--- src/rtl/serializer_10b.sv ---
// 10-bit parallel-to-serial stage for 8b/10b code groups.
// Fills idle slots with K28.5 commas of matching running disparity.
module serializer_10b #(
    parameter bit         MSB_FIRST = 1'b0,
    parameter logic [9:0] COMMA_NEG = 10'h0FA,
    parameter logic [9:0] COMMA_POS = 10'h305
) (
    input  logic       clk,
    input  logic       rst,
    input  logic       enb,
    input  logic [9:0] dataIn,
    input  logic       valid,
    output logic       ready,
    output logic       serialOut,
    output logic       frameStart,
    output logic       rdOut,
    output logic       codeErr
);

    logic [9:0] sh_q, sh_d;
    logic [3:0] cnt_q, cnt_d;
    logic       rd_q, rd_d;
    logic       err_q, err_d;
    logic [9:0] word;
    logic [3:0] ones;

    function automatic logic [3:0] popcount10(input logic [9:0] w);
        logic [3:0] c;
        c = 4'd0;
        for (int i = 0; i < 10; i++) begin
            c = c + {3'b000, w[i]};
        end
        return c;
    endfunction

    assign ready      = enb & ~rst & (cnt_q == 4'd9);
    assign serialOut  = MSB_FIRST ? sh_q[9] : sh_q[0];
    assign frameStart = (cnt_q == 4'd0) & ~rst;
    assign rdOut      = rd_q;
    assign codeErr    = err_q;

    always_comb begin
        word  = valid ? dataIn : (rd_q ? COMMA_POS : COMMA_NEG);
        ones  = popcount10(word);
        sh_d  = sh_q;
        cnt_d = cnt_q;
        rd_d  = rd_q;
        err_d = err_q;
        if (enb) begin
            if (cnt_q == 4'd9) begin
                sh_d  = word;
                cnt_d = 4'd0;
                // Weights 4 and 6 flip disparity; anything off-balance also flips it.
                if (ones != 4'd5) begin
                    rd_d = ~rd_q;
                end
                if (valid && ((ones < 4'd4) || (ones > 4'd6))) begin
                    err_d = 1'b1;
                end
            end else begin
                sh_d  = MSB_FIRST ? {sh_q[8:0], 1'b0} : {1'b0, sh_q[9:1]};
                cnt_d = cnt_q + 4'd1;
            end
        end
    end

    always_ff @(posedge clk) begin
        if (rst) begin
            sh_q  <= 10'd0;
            cnt_q <= 4'd9;
            rd_q  <= 1'b0;
            err_q <= 1'b0;
        end else begin
            sh_q  <= sh_d;
            cnt_q <= cnt_d;
            rd_q  <= rd_d;
            err_q <= err_d;
        end
    end

endmodule
--- config.mk ---
export PLATFORM = sky130hd
export DESIGN_NAME = serializer_10b
export DESIGN_NICKNAME = d
export VERILOG_FILES = /design/src/rtl/serializer_10b.sv
export SDC_FILE = /design/constraint.sdc
export NUM_CORES = 1
export LEC_CHECK = 0
export ABC_AREA = 1
export BUFFER_PORTS_ARGS = -buffer_cell sky130_fd_sc_hd__buf_2
export CORE_MARGIN = 1
export CORE_UTILIZATION = 57
export CTS_BUF_LIST = sky130_fd_sc_hd__clkbuf_8
export CTS_CLUSTER_DIAMETER = 150
export CTS_CLUSTER_SIZE = 16
export DETAILED_ROUTE_END_ITERATION = 16
export GPL_TIMING_DRIVEN = 0
export PLACE_DENSITY = 0.81
export SYNTH_ARGS = -nofsm -noshare
export SYNTH_HDL_FRONTEND = slang
export SYNTH_SLANG_ARGS = --single-unit
--- constraint.sdc ---
create_clock -name clk -period 5.08 [get_ports clk]
set_input_delay 0.762 -clock clk [delete_from_list [all_inputs] [get_ports clk]]
set_output_delay 0.762 -clock clk [all_outputs]
set_load 0.01 [all_outputs]
==> out/metrics.yaml, run 1 <==
cts:
  clock_path_buffers: 2
  cts.hold.buffers_added: 0
  post-cts-setup-buffer-count: 0
  path_clk_slew_ns: 0.06
  cts-root-buf: "clkbuf_8"
  clock_latency_ns: 0.25
  post_cts_resized: 0
  cts_buffers: 3
  cts_tree: "yes"
  clock-sinks: 16
  cts_max_level: 1
critical_path:
  start_kind: "input port"
  critPathArrivalTime_ns: 4.09
  critPathRequiredTime_ns: 5.20
  crit_family: "adder cells"
  path_class: "in2reg"
  path_cells: "buf_2 -> or2_1 -> buf_2 -> nand2_1 -> inv_1 -> fa_1 -> fa_1 -> fa_1 -> inv_1 -> ha_1 -> inv_1 -> fa_1 -> nand2_1 -> nand2_1 -> nor2_1 -> nand2_1 -> a21oi_1 -> nor2_1"
  critPathBufInv: 5
  crit_path_max_fanout: 7
  reg2reg_slack_ns: 1.36
  crit_slowest_cell: "fa_1"
  slowest_delay_ns: 0.58
  end_kind: "flop"
sta:
  period_needed_ns: 3.97
  skew_ns: 0.00240
  finalCritPeriodShare_pct: 78.1
  tightest_slew_ns: 0.500
  drv_slew: 0
  timing.slew.headroom_pct: 66.6
  hold_viol: 0
  rsz0062_at_grt: "false"
  setup_violations: 0
  tns_ns: 0
  fmax_mhz: 252
grt:
  grt_max_degree: 11
  grt_pass1_vias: 987
  grt_usage_pct: 25.2
  globalRouteMet1Util_pct: 29.4
  grt.busiest_layer: "met2"
  grt_use_met3_pct: 5.88
  antenna_found_initial: 0
  overflow: 0
  grt_pass1_wl_um: 3830
  grtUsageMet2_pct: 47.5
synthesis:
  synth-compound-area-share_pct: 3.10
  syn_inst: 179
  ys_warn_count: 0
  synthTopCellsByArea: "dfxtp_1 (28%), nand2_1 (20%), inv_1 (11%)"
  synth.cell_area_sq_um: 1130
  yosys-top-cells-count: "nand2_1 (61), inv_1 (34), nor2_1 (23), dfxtp_1 (16), nand3_1 (12)"
  synth_top_area_share_pct: 28.3
  yosysSeqAreaShare_pct: 28.3
  synth-adder-area-share_pct: 12.8
  synth_area_leader_cell: "dfxtp_1"
  avgSynthCellArea_sq_um: 6.32
  synthMuxAreaShare_pct: 0
  ys_async_sr_fraction_pct: 0
  synth-seq-cells: 16
  synth_top_family_by_area: "simple AND/OR/NAND/NOR gates"
  synth-edff-count: 0
  synthFlopType: "dfxtp_1"
  synthDistinctLibCells: 22
  synthSimpleGateAreaFrac_pct: 40.2
  synth_fp_nets: 201
  synth_xor_xnor_area_share_pct: 0.774
  yosysMostFrequentCell: "nand2_1"
drt:
  routed_wl_um: 2450
  route.detailed.drc: 0
  vias: 1103
  ant_nets: 0
  drtIter0Drc: 30
  wire_per_inst_um: 10.8
  via_per_inst: 4.88
  firstDrtPassIters: 4
place:
  numPortBuffers: 18
  dp_hpwl_um: 1900
  gp_congestion: 0.804
floorplanning:
  pin_count: 19
  rows: 15
  die_h_um: 46.5
  initial_utilization_pct: 62.8
  die_w_um: 46.5
  die_area_sq_um: 2170
  core-area_sq_um: 1800
power:
  power_density_nw_per_um2: 545
  switching_power_w: 0.000322
  power_switching_share_pct: 45.3
  cell_internal_pwr_w: 0.000390
  pwr-share-clk_pct: 15.7
  vdd_drop_max_mv: 0.526
  power.leakage_nw: 0.782
  pwr-share-comb_pct: 62.5
  pwr-share-seq_pct: 21.8
cells_and_area:
  drive_gt1_share_pct: 16.4
  final.fill_count: 185
  syn_to_final_growth_pct: 15.6
  fin_nets: 224
  final_util_pct: 72.6
  antenna_cells: 0
job:
  drv_cap: 0
outcome:
  status: "completed"
min_path:
  min_path_type: "reg2reg"
## flip-flops by register name, summed over array words and instances, names as in the netlist
signal   flops
rdOut        1
codeErr      1
cnt_q        4
sh_q        10
## path summary, 6_finish.rpt
path | from | to | cells after the start
max | valid | codeErr | 18
min | sh_q[9] | sh_q[9] | 2
max reg2reg | rdOut | codeErr | 17
min reg2reg | sh_q[9] | sh_q[9] | 2
## stage by stage
| stage | cells | setup slack, ns | area, sq um | hold WS, ns | total power [W] |
|---|---|---|---|---|---|
| 3_5_place_dp | 222 | 0.848 | 1250 | 0.470 | 0.000599 |
| 2_1_floorplan | 179 | 1.20 | 1130 | 0.453 | 0.000490 |
| 4_1_cts | 226 | 1.11 | 1310 | 0.489 | 0.000714 |
| 6_report | 226 | 1.11 | 1310 | 0.486 | 0.000712 |
| 5_1_grt | 226 | 0.908 | 1310 | 0.517 | 0.000806 |
| 3_3_place_gp | 222 | 0.948 | 1250 | 0.459 | 0.000561 |
## final cells by class
type | instances | area [sq um] | share of cell area [%]
well taps | 25 | 31.3 | 2.39
flip-flops and latches | 16 | 320 | 24.5
multi-input cells | 121 | 643 | 49.2
plain buffers | 5 | 26.3 | 2.01
inverters | 37 | 141 | 10.8
repair buffers | 18 | 90.1 | 6.89
clock buffers | 4 | 55.1 | 4.21
## layer usage
metal  wire (um)  up-vias
li1            -      567
met1        1040      515
met2        1330       21
met3          78        0
met4           0        0
met5           0        -
## kinds of logic (layout without fill, tap and decap cells)
| kind of cell | after synthesis | in the layout |
|---|---|---|
| AND/OR/NAND/NOR | 105 | 105 |
| buffers and inverters | 42 | 64 |
| flip-flops | 16 | 16 |
| adder cells (fa/ha/maj) | 8 | 8 |
| AO/OA/AOI/OAI | 7 | 7 |
| XOR/XNOR | 1 | 1 |
## tightest hold or removal path, stage by stage, from the launching register on
cell and delay [ns]:
dfxtp_1 0.32, nand3b_1 0.07, o21ai_0 0.06
## power by group through the flow
stage / logic [W] / clock network, W / registers (W)
6_report: 0.000445 / 0.000112 / 0.000155
5_1_grt: 0.000530 / 0.000119 / 0.000157
4_1_cts: 0.000446 / 0.000113 / 0.000155
3_5_place_dp: 0.000441 / 0 / 0.000158
3_3_place_gp: 0.000405 / 0 / 0.000156
2_1_floorplan: 0.000330 / 0 / 0.000159
## layout by cell type, fill, tap and decap left out, drive strengths merged, types with 4 or more instances in the layout
master,n
nand3,13
nor2,26
buf,22
fa,6
inv,37
dfxtp,16
o21ai,4
clkbuf,5
nand2,61
(Power assumes the default switching activity.)
==> run 2, diff against run 1 <==
--- a/config.mk
+++ b/config.mk
@@ -5,16 +5,16 @@
 export SDC_FILE = /design/constraint.sdc
 export NUM_CORES = 1
 export LEC_CHECK = 0
-export ABC_AREA = 1
+export ABC_AREA = 0
 export BUFFER_PORTS_ARGS = -buffer_cell sky130_fd_sc_hd__buf_2
 export CORE_MARGIN = 1
-export CORE_UTILIZATION = 57
+export CORE_UTILIZATION = 52
 export CTS_BUF_LIST = sky130_fd_sc_hd__clkbuf_8
 export CTS_CLUSTER_DIAMETER = 150
 export CTS_CLUSTER_SIZE = 16
 export DETAILED_ROUTE_END_ITERATION = 16
 export GPL_TIMING_DRIVEN = 0
-export PLACE_DENSITY = 0.81
+export PLACE_DENSITY = 0.77
 export SYNTH_ARGS = -nofsm -noshare
 export SYNTH_HDL_FRONTEND = slang
 export SYNTH_SLANG_ARGS = --single-unit
==> constraint.sdc (replaced) <==
create_clock -name clk -period 3.65 [get_ports clk]
set_input_delay 0.5475 -clock clk [delete_from_list [all_inputs] [get_ports clk]]
set_output_delay 0.5475 -clock clk [all_outputs]
set_load 0.01 [all_outputs]
==> run 2 against run 1 <==
The run now ends with negative setup slack left. Clock skew increased by 0.00088 ns. Die area increased by 13%. Register-to-register slack got worse by 1.4 ns. Final cell count decreased by 18%. Sequential share of layout area decreased by 2.6 points. Synthesized area increased by 4.0%. Critical path depth decreased by 3. Non-clock buffer count increased by 12. Clock power increased by 13%. Total power increased by 36%. Worst setup slack got worse by 1.2 ns. Critical endpoint is now rdOut. Largest cell class unchanged.
==> out/metrics.yaml, run 2 <==
outcome:
  status: "finished with violations"  # was completed
  violations: "negative setup slack"
drt:
  via_per_inst: 5.34  # was 4.88
  routed_wl_um: 2600  # was 2450 um
  firstDrtPassIters: 4  # unchanged
  ant_nets: 0  # unchanged
  wire_per_inst_um: 14.0  # was 10.8 um
  vias: 994  # was 1,103
  route.detailed.drc: 0  # unchanged
  drtIter0Drc: 11  # was 30
synthesis:
  synth_fp_nets: 152  # was 201
  yosysMostFrequentCell: "dfxtp_1"  # was nand2_1
  synthFlopType: "dfxtp_1"  # unchanged
  synth_area_leader_cell: "dfxtp_1"  # unchanged
  ys_async_sr_fraction_pct: 0  # unchanged
  syn_inst: 130  # was 179
  avgSynthCellArea_sq_um: 9.05  # was 6.32 sq um
  synth.cell_area_sq_um: 1180  # was 1130 sq um
  yosys-top-cells-count: "dfxtp_1 (16), nand2_1 (13), nand2b_1 (11), a21oi_2 (10)"  # was nand2_1 (61), inv_1 (34), nor2_1 (23), dfxtp_1 (16), nand3_1 (12)
  synth-edff-count: 0  # unchanged
  yosysSeqAreaShare_pct: 27.2  # was 28.3%
  synthTopCellsByArea: "dfxtp_1 (27%), fa_1 (10%), o211ai_2 (9.6%)"  # was dfxtp_1 (28%), nand2_1 (20%), inv_1 (11%)
  synth-seq-cells: 16  # unchanged
  synthDistinctLibCells: 38  # was 22
  ys_warn_count: 0  # unchanged
  synth_top_area_share_pct: 27.2  # was 28.3%
cts:
  cts.hold.buffers_added: 0  # unchanged
  cts-root-buf: "clkbuf_8"  # unchanged
  cts_max_level: 1  # unchanged
  cts_tree: "yes"  # unchanged
  clock_latency_ns: 0.24  # was 0.25 ns
  clock_path_buffers: 2  # unchanged
  clock-sinks: 16  # unchanged
  path_clk_slew_ns: 0.06  # about the same
  cts_buffers: 3  # unchanged
critical_path:
  reg2regPathDepth: 13  # was 17
  r2r-start: "rdOut"  # unchanged
  end_kind: "flop"  # unchanged
  path_class: "in2reg"  # unchanged
  reg2reg_slack_ns: -0.04  # was 1.36 ns
  start_kind: "input port"  # unchanged
  critPathArrivalTime_ns: 3.84  # was 4.09 ns
  crit_path_max_fanout: 5  # was 7
  worst_r2r_endpoint: "rdOut"  # was codeErr
  critPathRequiredTime_ns: 3.77  # was 5.20 ns
floorplanning:
  die_h_um: 49.6  # was 46.5 um
  die_area_sq_um: 2460  # was 2170 sq um
  initial_utilization_pct: 57.6  # was 62.8%
  die_w_um: 49.6  # was 46.5 um
  rows: 16  # was 15
  core-area_sq_um: 2040  # was 1800 sq um
  pin_count: 19  # unchanged
sta:
  fmax_mhz: 269
  timing.slew.headroom_pct: 74.8  # was 66.6%
  finalCritPeriodShare_pct: 102
  hold_viol: 0  # unchanged
  tns_ns: -0.0710  # was 0 ns
  setup_violations: 1  # was 0
  period_needed_ns: 3.72
  tightest_slew_ns: 0.378  # was 0.500 ns
  rsz0062_at_grt: "true"  # was false
  drv_slew: 0  # unchanged
  skew_ns: 0.00328  # was 0.00240 ns
  post-route-worst-setup-slack_ns: -0.0710  # was 1.11 ns
place:
  dp.cells: 174  # was 222
  gp_congestion: 0.813  # was 0.804
  dp_hpwl_um: 1860  # was 1900 um
  numPortBuffers: 17  # was 18
  post-place-ws_ns: -0.488  # was 0.848 ns
min_path:
  min_path_type: "reg2reg"  # unchanged
  hold_path_end: "codeErr"  # was sh_q[9]
  hp-start: "codeErr"  # was sh_q[9]
  hold_depth: 1  # was 2
cells_and_area:
  layout_common_cells: "buf_2 (18), dfxtp_1 (15), a21oi_2 (14)"  # was nand2_1 (61), inv_1 (34), nor2_1 (23)
  largest_reg_flops: 10  # unchanged
  largestRegisters: "sh_q (10), cnt_q (4)"  # unchanged
  final_common_cell: "buf_2"  # was nand2_1
  syn_to_final_growth_pct: 24.8  # was 15.6%
  top_register: "sh_q"  # unchanged
  fin_nets: 183  # was 224
  antenna_cells: 0  # unchanged
  drive_gt1_share_pct: 42.8  # was 16.4%
  stdcell_count: 186  # was 226
power:
  vdd_drop_max_mv: 0.683  # was 0.526 mV
  power.leakage_nw: 0.625  # was 0.782 nW
  power_w: 0.000970  # was 0.000712 W
  power_density_nw_per_um2: 661  # was 545 nW/um^2
grt:
  grt_max_degree: 11  # unchanged
  grt_usage_pct: 24.1  # was 25.2%
  grt_pass1_wl_um: 4540  # was 3830 um
  grt_pass1_vias: 1030  # was 987
  overflow: 0  # unchanged
  antenna_found_initial: 0  # unchanged
job:
  drv_cap: 0  # unchanged
## run 2: changes by cell type in the layout (fill, tap and decap cells not counted), moves of 3 or more
cell      delta
a21oi_2     +14
buf_2        -3
buf_4        +9
inv_1       -26
nand2_1     -48
nand2b_1    +11
nand3_1      -3
nor2_1      -18
o211ai_2     +9
## run 2: repair_timing
action,in CTS,in global routing
pin swaps,8,8
gates resized for setup,10,1
endpoints found under the hold margin,0,0
setup buffers,5,5
endpoints found under the setup margin,2,2
## run 2: logic make-up after synthesis
kind of cell / after synthesis / synth area share, %
and+or+nand+nor: 50 / 23.1
xor gates and xnor gates: 2 / 1.49
AOI/OAI and AO/OA: 33 / 23.8
muxes: 3 / 2.66
adders and majority gates: 8 / 12.3
buffers and inverters: 18 / 9.36
DFF: 16 / 27.2
## run 2: power by group
group / internal, W / total, W / switching, W
Combinational: 0.000291 / 0.000610 / 0.000319
Clock: 0.0000729 / 0.000126 / 0.0000533
Sequential: 0.000203 / 0.000234 / 0.0000307
## run 2: layout make-up
type                    count  area, sq um
well taps                  27         33.8
fillers                   170          574
repair buffers             27          175
clock buffers               3         41.3
flip-flops and latches     16          322
plain buffers               8         78.8
multi-input cells          96          783
inverters                   9         33.8
## run 2: worst max path at each step
stage                     start  endpoint  slack (ns)  cells past startpoint
after global routing      valid     rdOut       -0.22                     14
final                     valid     rdOut       -0.07                     15
after global placement    valid     rdOut       -0.41                     13
after CTS                 valid     rdOut       -0.18                     15
after detailed placement  valid     rdOut       -0.49                     15
after floorplan           valid     rdOut       -0.15                     13
## run 2: critical path, cell delays in order
cell and delay (ns):
buf_12 0.10, buf_8 0.12, nor2_4 0.19, a21oi_2 0.06
fa_1 0.49, fa_1 0.60, fa_1 0.42, inv_1 0.07
ha_2 0.17, inv_2 0.04, fa_2 0.34, nand3b_1 0.11
o22ai_2 0.07, a31oi_1 0.16, mux2_1 0.34
## run 2: stage by stage
step	utilization, %	hold WS (ns)	cell area [sq um]
3_5_place_dp	65.1	0.459	1330
6_report	71.9	0.474	1470
3_3_place_gp	65.1	0.449	1330
4_1_cts	69.9	0.474	1430
2_1_floorplan	-	0.466	1210
5_1_grt	71.9	0.494	1470
## run 2: per-layer routing
layer / routed length, um / vias up / GRT usage (%)
met5: 0 / - / 0
met4: 28 / 0 / 4.76
met3: 78 / 2 / 6.17
met2: 1300 / 19 / 42.3
met1: 1200 / 470 / 29.4
li1: - / 503 / -
